==> src/rtl/nes_pad_sequencer.sv <==
// NES controller poller: drives shared latch/serial-clock lines and returns one button word per controller.
// Optional free-running auto poll enabled by defining NES_AUTO_POLL_EN.
module nes_pad_sequencer #(
    parameter int unsigned CLK_DIV     = 6,
    parameter int unsigned NUM_BITS    = 8,
    parameter int unsigned NUM_CH      = 2,
    parameter int unsigned POLL_PERIOD = 16667
) (
    input  logic                         clk,
    input  logic                         reset,
    input  logic                         start,
    output logic                         busy,
    output logic                         nes_latch,
    output logic                         nes_clk,
    input  logic [NUM_CH-1:0]            nes_data,
    output logic [NUM_CH*NUM_BITS-1:0]   buttons,
    output logic                         valid
);

    localparam int unsigned PH_W   = $clog2(2 * CLK_DIV);
    localparam int unsigned BIT_W  = $clog2(NUM_BITS);
    localparam int unsigned WORD_W = NUM_CH * NUM_BITS;

    generate
        if (CLK_DIV < 3 || NUM_BITS < 2 || NUM_CH < 1 || POLL_PERIOD < 1) begin : g_bad_params
            $error("nes_pad_sequencer: illegal parameter value");
        end
    endgenerate

    typedef enum logic [2:0] {IDLE, LATCH, LOW, HIGH, DONE} state_t;

    state_t             state, state_next;
    logic [PH_W-1:0]    phase, phase_next;
    logic [BIT_W-1:0]   bit_idx, bit_idx_next;
    logic [WORD_W-1:0]  shift, shift_next;
    logic [NUM_CH-1:0]  sync1, sync2;
    logic               start_eff;

`ifdef NES_AUTO_POLL_EN
    localparam int unsigned PC_W = (POLL_PERIOD > 1) ? $clog2(POLL_PERIOD) : 1;
    logic [PC_W-1:0] poll_cnt;
    logic            poll_req;

    // Free-running period counter; a request that lands while busy is simply lost.
    always_ff @(posedge clk or posedge reset) begin
        if (reset)
            poll_cnt <= '0;
        else if (poll_req)
            poll_cnt <= '0;
        else
            poll_cnt <= poll_cnt + PC_W'(1);
    end

    assign poll_req  = (poll_cnt == PC_W'(POLL_PERIOD - 1));
    assign start_eff = start | poll_req;
`else
    assign start_eff = start;
`endif

    // Pad data is asynchronous to clk.
    always_ff @(posedge clk or posedge reset) begin
        if (reset) begin
            sync1 <= '0;
            sync2 <= '0;
        end else begin
            sync1 <= nes_data;
            sync2 <= sync1;
        end
    end

    always_comb begin
        state_next   = state;
        phase_next   = phase;
        bit_idx_next = bit_idx;
        shift_next   = shift;
        case (state)
            IDLE: begin
                phase_next = '0;
                if (start_eff) begin
                    state_next   = LATCH;
                    bit_idx_next = '0;
                end
            end
            LATCH: begin
                if (phase == PH_W'(2 * CLK_DIV - 1)) begin
                    phase_next = '0;
                    state_next = LOW;
                end else begin
                    phase_next = phase + PH_W'(1);
                end
            end
            LOW: begin
                if (phase == PH_W'(CLK_DIV - 1)) begin
                    phase_next = '0;
                    for (int c = 0; c < NUM_CH; c++)
                        shift_next[c * NUM_BITS + int'(bit_idx)] = sync2[c];
                    state_next = (bit_idx == BIT_W'(NUM_BITS - 1)) ? DONE : HIGH;
                end else begin
                    phase_next = phase + PH_W'(1);
                end
            end
            HIGH: begin
                if (phase == PH_W'(CLK_DIV - 1)) begin
                    phase_next   = '0;
                    bit_idx_next = bit_idx + BIT_W'(1);
                    state_next   = LOW;
                end else begin
                    phase_next = phase + PH_W'(1);
                end
            end
            DONE:    state_next = IDLE;
            default: state_next = IDLE;
        endcase
    end

    // Outputs are registered from the next state so they line up with the state they describe.
    always_ff @(posedge clk or posedge reset) begin
        if (reset) begin
            state     <= IDLE;
            phase     <= '0;
            bit_idx   <= '0;
            shift     <= '0;
            busy      <= 1'b0;
            nes_latch <= 1'b0;
            nes_clk   <= 1'b0;
            valid     <= 1'b0;
            buttons   <= '0;
        end else begin
            state     <= state_next;
            phase     <= phase_next;
            bit_idx   <= bit_idx_next;
            shift     <= shift_next;
            busy      <= (state_next != IDLE);
            nes_latch <= (state_next == LATCH);
            nes_clk   <= (state_next == HIGH);
            valid     <= (state_next == DONE);
            if (state == LOW && state_next == DONE)
                buttons <= ~shift_next;
        end
    end

endmodule
==> config.mk <==
export PLATFORM = sky130hd
export DESIGN_NAME = nes_pad_sequencer
export DESIGN_NICKNAME = d
export VERILOG_FILES = /design/src/rtl/nes_pad_sequencer.sv
export SDC_FILE = /design/constraint.sdc
export NUM_CORES = 1
export LEC_CHECK = 0
export BUFFER_PORTS_ARGS = -buffer_cell sky130_fd_sc_hd__buf_2
export CORE_MARGIN = 2
export CORE_UTILIZATION = 45
export CTS_BUF_LIST = sky130_fd_sc_hd__clkbuf_8
export CTS_CLUSTER_SIZE = 28
export DETAILED_ROUTE_END_ITERATION = 7
export GPL_TIMING_DRIVEN = 0
export PLACE_DENSITY = 0.67
export SLEW_MARGIN = 0
export SYNTH_ARGS = -nofsm -noshare
export SYNTH_HDL_FRONTEND = slang
export SYNTH_SLANG_ARGS = --single-unit
==> constraint.sdc <==
create_clock -name clk -period 1.8 [get_ports clk]
set_clock_uncertainty 0.1 [all_clocks]
set_input_delay 0 -clock clk [delete_from_list [all_inputs] [get_ports clk]]
set_output_delay 0 -clock clk [all_outputs]
set_load 0.005 [all_outputs]
---- Yosys cells after proc, flatten, opt, wreduce, memory -nomap -nowiden ----
Cells that the tools add are included.
cells by class
  muxes and demuxes ....................... 20
  reduce and logical (&&, ||, !) cells .... 9
  shift-type cells ........................ 0
  $mul .................................... 0
  bitwise gates (word level) .............. 1
  divide/modulo/power cells ............... 0
  magnitude comparators ................... 4
  equal/unequal tests ..................... 11
  add/sub/neg operators ................... 3
operator list
  kind                                                         number
  bitwise mux 16 bit                                           2
  2-to-1 mux 16 bit                                            2
  2-to-1 mux 3 bit                                             7
  NOT 16 bit                                                   1
  one-hot mux 3 bit (4 select lines)                           1
  one-hot mux 4 bit (3 select lines)                           1
  equality test 3 x 2 -> 1 bit (second input constant)         3
  2-to-1 mux 4 bit                                             2
  equality test 3 x 1 -> 1 bit (second input constant)         2
  equality test 3 bit (second input constant)                  2
  one-hot mux 3 bit (2 select lines)                           1
  nonzero test 3 bit                                           2
  adder 4 x 3 -> 5 bit (first input constant)                  1
  >= comparator 5 x 1 -> 1 bit (second input constant)         1
  less-than comparator 3 x 5 -> 1 bit (second input constant)  1
  less-than comparator 5 bit (second input constant)           1
  adder 4 x 1 -> 4 bit (second input constant)                 1
  demux 1 bit (select 4 bit)                                   1
  equality test 4 x 3 -> 1 bit (second input constant)         1
  equality test 4 bit (second input constant)                  1
  inequality test 2 bit (second input constant)                2
  adder 3 x 1 -> 3 bit (second input constant)                 1
  demux 1 bit (select 3 bit)                                   1
  >= comparator 3 x 1 -> 1 bit (second input constant)         1
  6 further kinds                                              9
word-level totals
  register bits ........................... 50
  bits in writable memories ............... 0
  ROM bits ................................ 0
  input port bits ......................... 5
  latch bits .............................. 0
  memories ................................ 0
  output and inout port bits .............. 20

---- Logic depth before layout (Yosys ltp) ----
Gate-level depths: netlist of the first run.
  depth after elaboration ................. 9
  mapped depth ............................ 8
  depth with buffers taken out ............ 6

---- Worst setup path after synthesis of the first run ----
No wires, ideal clock.
  path kind ............................... register to register
  start point ............................. register state[0]
  end point ............................... register buttons[12]
  buffers on the path ..................... 1
  required time ........................... 1.623 ns
  arrival ................................. 1.694 ns
  setup time .............................. 0.077 ns
  stages on the path, launching flop included .. 6
  slack ................................... -0.072 ns
  cell sequence ........................... dfrtp_1 > buf_2 > or4b_4 > nor3_4 > mux2_4 > o21ai_1
between the ends
  elaborated cells on any way between the ends .. 13
  those cells by class .................... 4 x eq/ne; 6 x mux; 1 x bitwise; 2 x reduce/logical
RTL lines
  element                       line  text
  from (decl)                   32    state_t state, state_next;
  from (signal assigned)        129   state <= state_next;
  equality test 3 x 2 -> 1 bit  76    case (state)
  2-to-1 mux 16 bit             76
  named net shift_next[12]      35    logic [WORD_W-1:0] shift, shift_next;
  NOT 16 bit                    138   buttons <= ~shift_next;
  to (signal assigned)          138
  to (decl)                     16    output logic [NUM_CH*NUM_BITS-1:0] buttons,
The timed path passes the listed nets, and every way through them passes these cells.
A chain may end at the register's enable or synchronous reset.

---- Final worst setup path of the first run ----
  start point ............................. register state[0]
  end point ............................... register buttons[14]
Same word-level chain as after synthesis.

==> summary.json, run 1 <==
{
  "drt-total-wl_um": 3970,
  "required_ps": 1940,
  "cts_root_buffer": "clkbuf_8",
  "synth.yosys.seq_area_share_pct": 61.5,
  "drt_first_iter_violations": 44,
  "detailedPlace.worstSlack_ps": -268,
  "numPortBuffers": 24,
  "fp-row-count": 24,
  "highest_metal_layer_with_signal_wires": "met4",
  "chipHeight_um": 71.3,
  "slew-limit-headroom_pct": 74.8,
  "worstPathArrival_ps": 2080,
  "tightestPinTransition_ps": 377,
  "post_synth.cell_area_avg_sq_um": 12.3,
  "crit-reg2reg-launch": "state[0]$_DFF_PP0_",
  "syn-instance-count": 166,
  "netlist_area_sq_um": 2040,
  "min_period_over_period_pct": 108,
  "post_drt_wl_per_cell_um": 15.4,
  "grt_pass1_wl_um": 6450,
  "final_util_pct": 59.2,
  "max-clock-path-buffers": 2,
  "clock_insertion_delay_worst_skew_ps": 300,
  "setup_viol": 16,
  "total_clock_buffers_created_by_cts": 5,
  "post_synth_num_cell_types": 33,
  "boundaryPins": 25,
  "cts_tree": "done",
  "antenna-diode-count": 0,
  "detailroute.wirelength.met3_um": 113,
  "layout_common_cells": "45 x dfrtp_1, 26 x nand2_1, 25 x buf_2",
  "netlist_top_cells_area": "dfrtp_1 61%, mux2_2 6.6%, nand2_1 4.8%, mux2_4 3.0%, ha_1 2.5%",
  "sort_of_element_at_the_start_of_the_critical_path": "flop",
  "timing.critical_path.fanout_max": 4,
  "reg2reg_setup_slack_ps": -150,
  "gr-total-overflow": 0,
  "core_area_sq_um": 4350,
  "static-leakage-power_nw": 1.21,
  "finalWeightedCongestion": 0.750,
  "fin_nets": 214,
  "fin_area_sq_um": 2580,
  "synth_top_area_share_pct": 61.5,
  "drt_pre_antenna_iters": 4,
  "met1_length_um": 1780,
  "timing_hold_violations_final": 0,
  "report.final.slew_viol_count": 0,
  "peakVddDrop_v": 0.000542,
  "clk_pin_slew_worst_paths_ps": 90,
  "drc_errors": 0,
  "worstSetupPathType": "reg -> reg",
  "max-cap-violations": 0,
  "cp_slowest_cell": "or4b_4",
  "grt_max_degree": 42,
  "globalRouteTotalUtil_pct": 16.4,
  "detailroute.via_count": 1372,
  "reg2reg_to": "buttons[14]$_DFFE_PP0P_",
  "synth.largest_area_cell": "dfrtp_1",
  "end_kind": "flop",
  "layout-drive-gt1-share_pct": 41.7,
  "floorplan.initialDensity_pct": 46.8,
  "fill_cells": 330,
  "cts.htree.levels": 2,
  "area_growth_syn_to_layout_pct": 26.7,
  "power_density_nw_per_um2": 1090,
  "ant_nets": 0,
  "ys.warnings.count": 0,
  "multi_input_area_sq_um": 892,
  "hold_path_class": "in -> async",
  "sum_of_met2_wire_segment_lengths_after_detailed_routing_um": 2020,
  "max_freq_ghz": 0.514,
  "floorplan.die_area_sq_um": 5080,
  "final_period_minus_worst_setup_slack_ps": 1950,
  "first_global_vias": 1417,
  "final.setup.tns_ps": -984,
  "number_of_clock_sinks": 50,
  "die_w_um": 71.3,
  "cpPeakStageDelay_ps": 630,
  "grt_antenna_before_repair": 0,
  "timing.critical_path.cells": "or4b_4 > nor3_4 > mux2_4 > o21ai_2",
  "place_area_sq_um": 2250,
  "detailedPlacementHpwl_um": 2530,
  "worst_hold_slack_ps": 51.7,
  "mappedNetlistNets": 175,
  "failed_checks": "negative setup slack",
  "mostFrequentLayoutCell": "dfrtp_1",
  "synth-seq-cells": 50,
  "status": "complete, but fails checks",
  "timing.reg2reg.worst_path_depth": 4,
  "final_critical_path_setup_slack_ps": -147,
  "ff_latch_area_sq_um": 1260,
  "grt_setup_unrepaired": "yes",
  "vias_per_cell": 5.32
}
-- cells by family after synthesis --
| kind of cell | count (synthesis) | share of synthesized area (%) |
|---|---|---|
| mux | 18 | 10.6 |
| fa+ha+maj | 4 | 2.46 |
| simple gates | 55 | 15.8 |
| flops | 50 | 61.5 |
| buf+inv | 12 | 2.27 |
| compound gates | 27 | 7.44 |
-- report_power, final --
group	leakage [nW]	internal (mW)	switching, mW
logic	0.584	0.361	0.360
clock network	0.0478	0.316	0.363
registers	0.581	1.25	0.159
-- worst max-delay path: cells and delay by family, from the launching register on --
kind / cells / cell delay, ps
AND/OR/NAND/NOR: 2 / 890
AO/OA/AOI/OAI: 1 / 130
multiplexers: 1 / 340
flip-flops: 1 / 420
-- worst max-delay path by stage --
stage                                      start                 endpoint  cells past startpoint
after detailed placement    phase[0]$_DFFE_PP0P_  buttons[15]$_DFFE_PP0P_                      6
after CTS                     state[0]$_DFF_PP0_  buttons[10]$_DFFE_PP0P_                      5
after floorplan               state[0]$_DFF_PP0_  buttons[14]$_DFFE_PP0P_                      5
final                         state[0]$_DFF_PP0_  buttons[14]$_DFFE_PP0P_                      4
after global routing      bit_idx[0]$_DFFE_PP0P_   buttons[6]$_DFFE_PP0P_                      4
after global placement      phase[0]$_DFFE_PP0P_  buttons[15]$_DFFE_PP0P_                      6
-- what timing repair did --
item	CTS	global route
buffers inserted	3	2
endpoints found under the hold margin	53	0
resized for setup	18	26
pin swaps	2	8
hold buffers	4	0
endpoints found under the setup margin	38	37
cloned	0	0
-- registers in the layout, indices dropped and copies added (netlist names), 2 cells and up --
register	count
buttons	16
shift	16
phase	4
bit_idx	3
state	3
sync1	2
sync2	2
-- layer usage --
metal | GRT usage, % | up-vias
met4 | 7.76 | 0
li1 | - | 657
met1 | 20.9 | 690
met2 | 26.7 | 20
met3 | 3.66 | 5
met5 | 0 | -
-- metrics by stage --
stage | std cells | power (mW)
floorplan | 166 | 1.80
global placement | 242 | 1.90
detailed placement | 243 | 1.95
CTS | 257 | 2.74
global route | 258 | 2.98
finish | 258 | 2.81
-- Yosys cell counts --
cell / n
dfrtp_1: 50
nand2_1: 26
mux2_2: 12
o21ai_0: 10
o21ai_1: 10
nor3_1: 8
inv_1: 6
clkbuf_1: 5
ha_1: 4
mux2_4: 4
nor2_1: 3
a21o_1: 2
mux2i_1: 2
nand3_1: 2
nand4bb_1: 2
nor3_2: 2
nor3_4: 2
a21oi_1: 1
a22oi_1: 1
a2bb2oi_1: 1
and3b_1: 1
and4b_1: 1
buf_2: 1
nand3b_1: 1
nand4b_1: 1
nor2b_1: 1
nor3b_1: 1
nor4b_1: 1
o21bai_1: 1
o31ai_1: 1
or2_2: 1
or4b_2: 1
or4b_4: 1
-- layout make-up --
cell class	instances	area share [%]
plain buffers	4	0.825
clock buffers	6	3.20
clock inverters	2	0.631
inverters	6	0.873
multi-input cells	104	34.6
flip-flops and latches	50	48.8
well taps	52	2.52
repair buffers	34	8.59
(Power assumes the default switching activity.)
==> run 2: changes to the inputs <==
--- a/config.mk
+++ b/config.mk
@@ -17,3 +17,4 @@
 export SYNTH_ARGS = -nofsm -noshare
 export SYNTH_HDL_FRONTEND = slang
 export SYNTH_SLANG_ARGS = --single-unit
+export TNS_END_PERCENT = 30
==> summary.json, run 2 (same netlist as run 1, synthesis figures left out) <==
{
  "floorplan.initialDensity": {"value": 46.8, "unit": "%", "change": "unchanged"},
  "cts_root_buffer": {"value": "clkbuf_8", "change": "unchanged"},
  "cts.htree.levels": {"value": 2, "change": "unchanged"},
  "boundaryPins": {"value": 25, "change": "unchanged"},
  "grt_max_degree": {"value": 42, "change": "unchanged"},
  "power_switching_share": {"value": 30.7, "unit": "%", "change": "was 31.4%"},
  "timing.reg2reg.worst_path_depth": {"value": 4, "change": "unchanged"},
  "detailedPlace.worstSlack": {"value": -316, "unit": "ps", "change": "was -268 ps"},
  "hold_path_class": {"value": "in -> async", "change": "unchanged"},
  "floorplan.die_area": {"value": 5080, "unit": "sq um", "change": "unchanged"},
  "timing.critical_path.fanout_max": {"value": 4, "change": "unchanged"},
  "power": {"value": 3.05, "unit": "mW", "change": "was 2.81 mW"},
  "power_density": {"value": 1140, "unit": "nW/um^2", "change": "was 1090 nW/um^2"},
  "drt_pre_antenna_iters": {"value": 4, "change": "unchanged"},
  "fin_nets": {"value": 223, "change": "was 214"},
  "grt_antenna_before_repair": {"value": 0, "change": "unchanged"},
  "core_area": {"value": 4350, "unit": "sq um", "change": "unchanged"},
  "die_w": {"value": 71.3, "unit": "um", "change": "unchanged"},
  "netSwitchingPower": {"value": 0.936, "unit": "mW", "change": "was 0.882 mW"},
  "fp-row-count": {"value": 24, "change": "unchanged"},
  "detailroute.via_count": {"value": 1388, "change": "was 1,372"},
  "first_global_vias": {"value": 1411, "change": "was 1,417"},
  "placed_cells_incl_taps": {"value": 243, "change": "unchanged"},
  "antenna-diode-count": {"value": 0, "change": "unchanged"},
  "clock_insertion_delay_worst_skew": {"value": 310, "unit": "ps", "change": "was 300 ps"},
  "area_growth_syn_to_layout": {"value": 31.8, "unit": "%", "change": "was 26.7%"},
  "detailedPlacementHpwl": {"value": 2640, "unit": "um", "change": "was 2530 um"},
  "globalRouteTotalUtil": {"value": 17.2, "unit": "%", "change": "was 16.4%"},
  "total_clock_buffers_created_by_cts": {"value": 5, "change": "unchanged"},
  "post_drt_wl_per_cell": {"value": 15.4, "unit": "um", "change": "about the same"},
  "max-cap-violations": {"value": 0, "change": "unchanged"},
  "numPortBuffers": {"value": 24, "change": "unchanged"},
  "reg2reg_to": {"value": "buttons[0]$_DFFE_PP0P_", "change": "was buttons[14]$_DFFE_PP0P_"},
  "place_area": {"value": 2250, "unit": "sq um", "change": "unchanged"},
  "end_kind": {"value": "flop", "change": "unchanged"},
  "chipHeight": {"value": 71.3, "unit": "um", "change": "unchanged"},
  "required": {"value": 1930, "unit": "ps", "change": "was 1940 ps"},
  "reg2reg_setup_slack": {"value": -100, "unit": "ps", "change": "was -150 ps"},
  "grt_setup_unrepaired": {"value": "yes", "change": "unchanged"},
  "crit-reg2reg-launch": {"value": "bit_idx[0]$_DFFE_PP0P_", "change": "was state[0]$_DFF_PP0_"},
  "finalWeightedCongestion": {"value": 0.724, "change": "was 0.750"},
  "max-clock-path-buffers": {"value": 2, "change": "unchanged"},
  "peakVddDrop": {"value": 0.000470, "unit": "V", "change": "was 0.000542 V"},
  "final_period_minus_worst_setup_slack": {"value": 1900, "unit": "ps", "change": "was 1950 ps"},
  "largestRegisters": {"value": "buttons x16, shift x16, phase x4", "change": "unchanged"},
  "report.final.slew_viol_count": {"value": 0, "change": "unchanged"},
  "finish.cell_count_without_fillers": {"value": 267, "change": "was 258"},
  "mostFrequentLayoutCell": {"value": "dfrtp_1", "change": "unchanged"},
  "min_period_over_period": {"value": 106, "unit": "%", "change": "was 108%"},
  "drc_errors": {"value": 0, "change": "unchanged"},
  "sort_of_element_at_the_start_of_the_critical_path": {"value": "flop", "change": "unchanged"},
  "worstSetupPathType": {"value": "reg -> reg", "change": "unchanged"},
  "setup_viol": {"value": 19, "change": "was 16"},
  "sequentialPowerShare": {"value": 46.0, "unit": "%", "change": "was 50.2%"},
  "final_critical_path_setup_slack": {"value": -102, "unit": "ps", "change": "was -147 ps"},
  "gr-total-overflow": {"value": 0, "change": "unchanged"},
  "power_frac_clock": {"value": 26.6, "unit": "%", "change": "was 24.2%"},
  "power_frac_comb": {"value": 27.3, "unit": "%", "change": "was 25.6%"},
  "layout-drive-gt1-share": {"value": 45.1, "unit": "%", "change": "was 41.7%"},
  "slew-limit-headroom": {"value": 72.2, "unit": "%", "change": "was 74.8%"},
  "static-leakage-power": {"value": 1.27, "unit": "nW", "change": "was 1.21 nW"},
  "vias_per_cell": {"value": 5.20, "change": "was 5.32"},
  "drt-total-wl": {"value": 4130, "unit": "um", "change": "was 3970 um"},
  "drt_first_iter_violations": {"value": 47, "change": "was 44"},
  "cts_tree": {"value": "done", "change": "unchanged"},
  "failed_checks": {"value": "negative setup slack", "change": "unchanged"},
  "max_freq": {"value": 0.526, "unit": "GHz", "change": "was 0.514 GHz"},
  "timing_hold_violations_final": {"value": 0, "change": "unchanged"},
  "number_of_clock_sinks": {"value": 50, "change": "unchanged"},
  "grt_pass1_wl": {"value": 6710, "unit": "um", "change": "was 6450 um"},
  "status": {"value": "complete, but fails checks", "change": "unchanged"},
  "tightestPinTransition": {"value": 417, "unit": "ps", "change": "was 377 ps"},
  "layout_common_cells": {"value": "44 x dfrtp_1, 27 x buf_2, 26 x nand2_1", "change": "was 45 x dfrtp_1, 26 x nand2_1, 25 x buf_2"},
  "clk_pin_slew_worst_paths": {"value": 90, "unit": "ps", "change": "about the same"},
  "fin_area": {"value": 2680, "unit": "sq um", "change": "was 2580 sq um"},
  "worst_hold_slack": {"value": 48.5, "unit": "ps", "change": "was 51.7 ps"},
  "worstPathArrival": {"value": 2040, "unit": "ps", "change": "was 2080 ps"},
  "power_report.internal_total": {"value": 2.12, "unit": "mW", "change": "was 1.93 mW"},
  "ant_nets": {"value": 0, "change": "unchanged"}
}
==> run 2: area by class of cell <==
type,instances,area [sq um]
plain buffers,4,18.8
fillers,321,1670
flip-flops and latches,50,1260
repair buffers,43,289
well taps,52,65.1
clock buffers,5,68.8
clock inverters,3,47.5
inverters,6,22.5
multi-input cells,104,912
==> run 2: power by group through the flow <==
| stage | Combinational (mW) | Sequential [mW] | Clock [mW] |
|---|---|---|---|
| 6_report | 0.835 | 1.40 | 0.813 |
| 5_1_grt | 0.914 | 1.42 | 0.868 |
| 4_1_cts | 0.669 | 1.37 | 0.825 |
| 3_5_place_dp | 0.563 | 1.39 | 0 |
| 3_3_place_gp | 0.525 | 1.38 | 0 |
| 2_1_floorplan | 0.436 | 1.37 | 0 |
==> run 2: worst max path at each step <==
stage                           startpoint                 endpoint  slack, ps  depth (start not counted)
detailed placement    phase[0]$_DFFE_PP0P_  buttons[15]$_DFFE_PP0P_       -320                          6
finish              bit_idx[0]$_DFFE_PP0P_   buttons[0]$_DFFE_PP0P_       -100                          4
floorplan               state[0]$_DFF_PP0_  buttons[14]$_DFFE_PP0P_        -40                          5
global route        bit_idx[0]$_DFFE_PP0P_   buttons[4]$_DFFE_PP0P_       -150                          4
CTS                     state[0]$_DFF_PP0_  buttons[10]$_DFFE_PP0P_       -140                          5
global placement      phase[0]$_DFFE_PP0P_  buttons[15]$_DFFE_PP0P_       -250                          6
==> run 2: repair_timing <==
item                                   4_1_cts  5_1_grt
endpoints found under the hold margin       53        0
hold buffers                                 4        0
pin swaps                                    1        2
buffers inserted                             4       10
setup endpoints to repair                   38       37
gates resized for setup                     20       31
==> run 2: metrics by stage <==
step                      util [%]  TNS (ps)
after floorplan                  -      -215
after detailed placement      51.6     -6760
after global placement        51.1     -6340
after global routing          61.6     -2160
final                         61.6      -847
after CTS                     57.7     -2180
==> run 2: critical path, stage by stage (launching register included) <==
cell	delay, ps
dfrtp_2	430
or4b_4	620
nor3_4	210
mux2_4	340
o21ai_2	120
==> run 2: metal layers <==
metal	up-vias	global-route usage, %	share of wire (%)
met5	-	0	0
met4	0	7.55	1.4
met3	7	3.09	2.6
met2	20	28.3	51
met1	691	22.3	45
li1	670	-	-
==> run 3: changes to the inputs <==
--- a/config.mk
+++ b/config.mk
@@ -12,6 +12,7 @@
 export CTS_CLUSTER_SIZE = 28
 export DETAILED_ROUTE_END_ITERATION = 7
 export GPL_TIMING_DRIVEN = 0
+export MAX_ROUTING_LAYER = met4
 export PLACE_DENSITY = 0.67
 export SLEW_MARGIN = 0
 export SYNTH_ARGS = -nofsm -noshare
==> summary.json, run 3 (same netlist as run 1, synthesis figures left out) <==
{
  "layout_common_cells": {"value": "44 x dfrtp_1, 27 x buf_2, 26 x nand2_1", "change": "unchanged"},
  "slew-limit-headroom": {"value": 72.3, "unit": "%", "change": "was 72.2%"},
  "floorplan.die_area": {"value": 5080, "unit": "sq um", "change": "unchanged"},
  "ff_latch_area": {"value": 1260, "unit": "sq um", "change": "unchanged"},
  "largestRegisters": {"value": "buttons x16, shift x16, phase x4", "change": "unchanged"},
  "worst_hold_slack": {"value": 53.7, "unit": "ps", "change": "was 48.5 ps"},
  "final_util": {"value": 61.6, "unit": "%", "change": "unchanged"},
  "final.setup.tns": {"value": -864, "unit": "ps", "change": "was -847 ps"},
  "chipHeight": {"value": 71.3, "unit": "um", "change": "unchanged"},
  "drt-total-wl": {"value": 4110, "unit": "um", "change": "was 4130 um"},
  "sort_of_element_at_the_start_of_the_critical_path": {"value": "flop", "change": "unchanged"},
  "gr-total-overflow": {"value": 0, "change": "unchanged"},
  "status": {"value": "complete, but fails checks", "change": "unchanged"},
  "cts.htree.levels": {"value": 2, "change": "unchanged"},
  "netSwitchingPower": {"value": 0.927, "unit": "mW", "change": "was 0.936 mW"},
  "max-cap-violations": {"value": 0, "change": "unchanged"},
  "grt_antenna_before_repair": {"value": 0, "change": "unchanged"},
  "fill_cells": {"value": 321, "change": "unchanged"},
  "area_growth_syn_to_layout": {"value": 31.8, "unit": "%", "change": "unchanged"},
  "timing.critical_path.fanout_max": {"value": 4, "change": "unchanged"},
  "worstSetupPathType": {"value": "reg -> reg", "change": "unchanged"},
  "power_density": {"value": 1130, "unit": "nW/um^2", "change": "was 1140 nW/um^2"},
  "static-leakage-power": {"value": 1.27, "unit": "nW", "change": "unchanged"},
  "mostFrequentLayoutCell": {"value": "dfrtp_1", "change": "unchanged"},
  "numPortBuffers": {"value": 24, "change": "unchanged"},
  "max_freq": {"value": 0.525, "unit": "GHz", "change": "was 0.526 GHz"},
  "cts_tree": {"value": "done", "change": "unchanged"},
  "vias_per_cell": {"value": 5.19, "change": "was 5.20"},
  "failed_checks": {"value": "negative setup slack", "change": "unchanged"},
  "drt_first_iter_violations": {"value": 44, "change": "was 47"},
  "end_kind": {"value": "flop", "change": "unchanged"},
  "ant_nets": {"value": 0, "change": "unchanged"},
  "drt_pre_antenna_iters": {"value": 4, "change": "unchanged"},
  "power": {"value": 3.04, "unit": "mW", "change": "was 3.05 mW"},
  "detailroute.via_count": {"value": 1386, "change": "was 1,388"},
  "post_drt_wl_per_cell": {"value": 15.4, "unit": "um", "change": "about the same"},
  "grt_pass1_wl": {"value": 6710, "unit": "um", "change": "unchanged"},
  "first_global_vias": {"value": 1413, "change": "was 1,411"},
  "floorplan.initialDensity": {"value": 46.8, "unit": "%", "change": "unchanged"},
  "boundaryPins": {"value": 25, "change": "unchanged"},
  "antenna-diode-count": {"value": 0, "change": "unchanged"},
  "layout-drive-gt1-share": {"value": 45.1, "unit": "%", "change": "unchanged"},
  "report.final.slew_viol_count": {"value": 0, "change": "unchanged"},
  "detailedPlacementHpwl": {"value": 2640, "unit": "um", "change": "unchanged"},
  "core_area": {"value": 4350, "unit": "sq um", "change": "unchanged"},
  "grt_max_degree": {"value": 42, "change": "unchanged"},
  "fin_nets": {"value": 223, "change": "unchanged"},
  "hold_path_class": {"value": "in -> async", "change": "unchanged"},
  "finalWeightedCongestion": {"value": 0.733, "change": "was 0.724"},
  "power_switching_share": {"value": 30.5, "unit": "%", "change": "was 30.7%"},
  "total_clock_buffers_created_by_cts": {"value": 5, "change": "unchanged"},
  "required": {"value": 1930, "unit": "ps", "change": "about the same"},
  "max-clock-path-buffers": {"value": 2, "change": "unchanged"},
  "die_w": {"value": 71.3, "unit": "um", "change": "unchanged"},
  "final_critical_path_setup_slack": {"value": -106, "unit": "ps", "change": "was -102 ps"},
  "multi_input_area": {"value": 912, "unit": "sq um", "change": "unchanged"},
  "worstPathArrival": {"value": 2040, "unit": "ps", "change": "about the same"},
  "final_period_minus_worst_setup_slack": {"value": 1910, "unit": "ps", "change": "was 1900 ps"},
  "number_of_clock_sinks": {"value": 50, "change": "unchanged"},
  "cts_root_buffer": {"value": "clkbuf_8", "change": "unchanged"},
  "clock_insertion_delay_worst_skew": {"value": 300, "unit": "ps", "change": "was 310 ps"},
  "detailedPlace.worstSlack": {"value": -316, "unit": "ps", "change": "unchanged"},
  "clk_pin_slew_worst_paths": {"value": 90, "unit": "ps", "change": "about the same"},
  "power_frac_comb": {"value": 27.4, "unit": "%", "change": "was 27.3%"},
  "tightestPinTransition": {"value": 416, "unit": "ps", "change": "was 417 ps"},
  "globalRouteTotalUtil": {"value": 17.7, "unit": "%", "change": "was 17.2%"},
  "min_period_over_period": {"value": 106, "unit": "%", "change": "about the same"},
  "grt_setup_unrepaired": {"value": "yes", "change": "unchanged"},
  "drc_errors": {"value": 0, "change": "unchanged"},
  "fp-row-count": {"value": 24, "change": "unchanged"},
  "setup_viol": {"value": 20, "change": "was 19"},
  "peakVddDrop": {"value": 0.000470, "unit": "V", "change": "about the same"},
  "timing_hold_violations_final": {"value": 0, "change": "unchanged"},
  "sequentialPowerShare": {"value": 46.1, "unit": "%", "change": "was 46.0%"},
  "power_report.internal_total": {"value": 2.12, "unit": "mW", "change": "about the same"},
  "power_frac_clock": {"value": 26.4, "unit": "%", "change": "was 26.6%"}
}
## run 3: metal layers
metal / vias to the layer above / global-route usage (%) / share of wire (%)
met5: - / - / 0
met4: 0 / 6.29 / 0.83
met3: 5 / 3.80 / 2.9
met2: 23 / 28.3 / 52
met1: 688 / 22.4 / 45
li1: 670 / - / -
## run 3: area by class of cell
class	count	area share, %
well taps	52	2.43
clock buffers	5	2.57
clock inverters	3	1.77
repair buffers	43	10.8
flip-flops and latches	50	46.9
plain buffers	4	0.700
inverters	6	0.840
multi-input cells	104	34.0
## run 3: through the flow
step,cell area [sq um],instances
2_1_floorplan,2040,166
3_3_place_gp,2230,242
3_5_place_dp,2250,243
4_1_cts,2510,258
5_1_grt,2680,267
6_report,2680,267
## run 3: critical path, cell delays in order, from the launching register on
cell     delay [ps]
dfrtp_2         430
or4b_4          620
nor3_4          210
mux2_4          340
o21ai_2         120
## run 3: final timing paths
check / from / to / slack (ps) / depth (start not counted)
max: bit_idx[0]$_DFFE_PP0P_ / buttons[0]$_DFFE_PP0P_ / -110 / 4
min: reset / phase[3]$_DFFE_PP0P_ / 50 / 3
max reg2reg: bit_idx[0]$_DFFE_PP0P_ / buttons[0]$_DFFE_PP0P_ / -110 / 4
min reg2reg: sync1[1]$_DFF_PP0_ / sync2[1]$_DFF_PP0_ / 250 / 0
max in group asynchronous: reset / state[2]$_DFF_PP0_ / 1070 / 4
min in group clk: nes_data[0] / sync1[0]$_DFF_PP0_ / 230 / 2
## run 3: repair_timing
| action | in CTS | in global routing |
|---|---|---|
| setup buffers | 4 | 10 |
| hold buffers | 4 | 0 |
| cloned | 0 | 0 |
| pin swaps | 1 | 2 |
| setup endpoints to repair | 38 | 37 |
| endpoints found under the hold margin | 53 | 0 |
| gates resized for setup | 20 | 31 |
## run 3: power groups by stage
stage | Sequential [mW] | Clock [mW] | Combinational, mW
floorplan | 1.37 | 0 | 0.436
global placement | 1.38 | 0 | 0.525
detailed placement | 1.39 | 0 | 0.563
CTS | 1.37 | 0.825 | 0.669
global route | 1.42 | 0.870 | 0.914
finish | 1.40 | 0.804 | 0.835
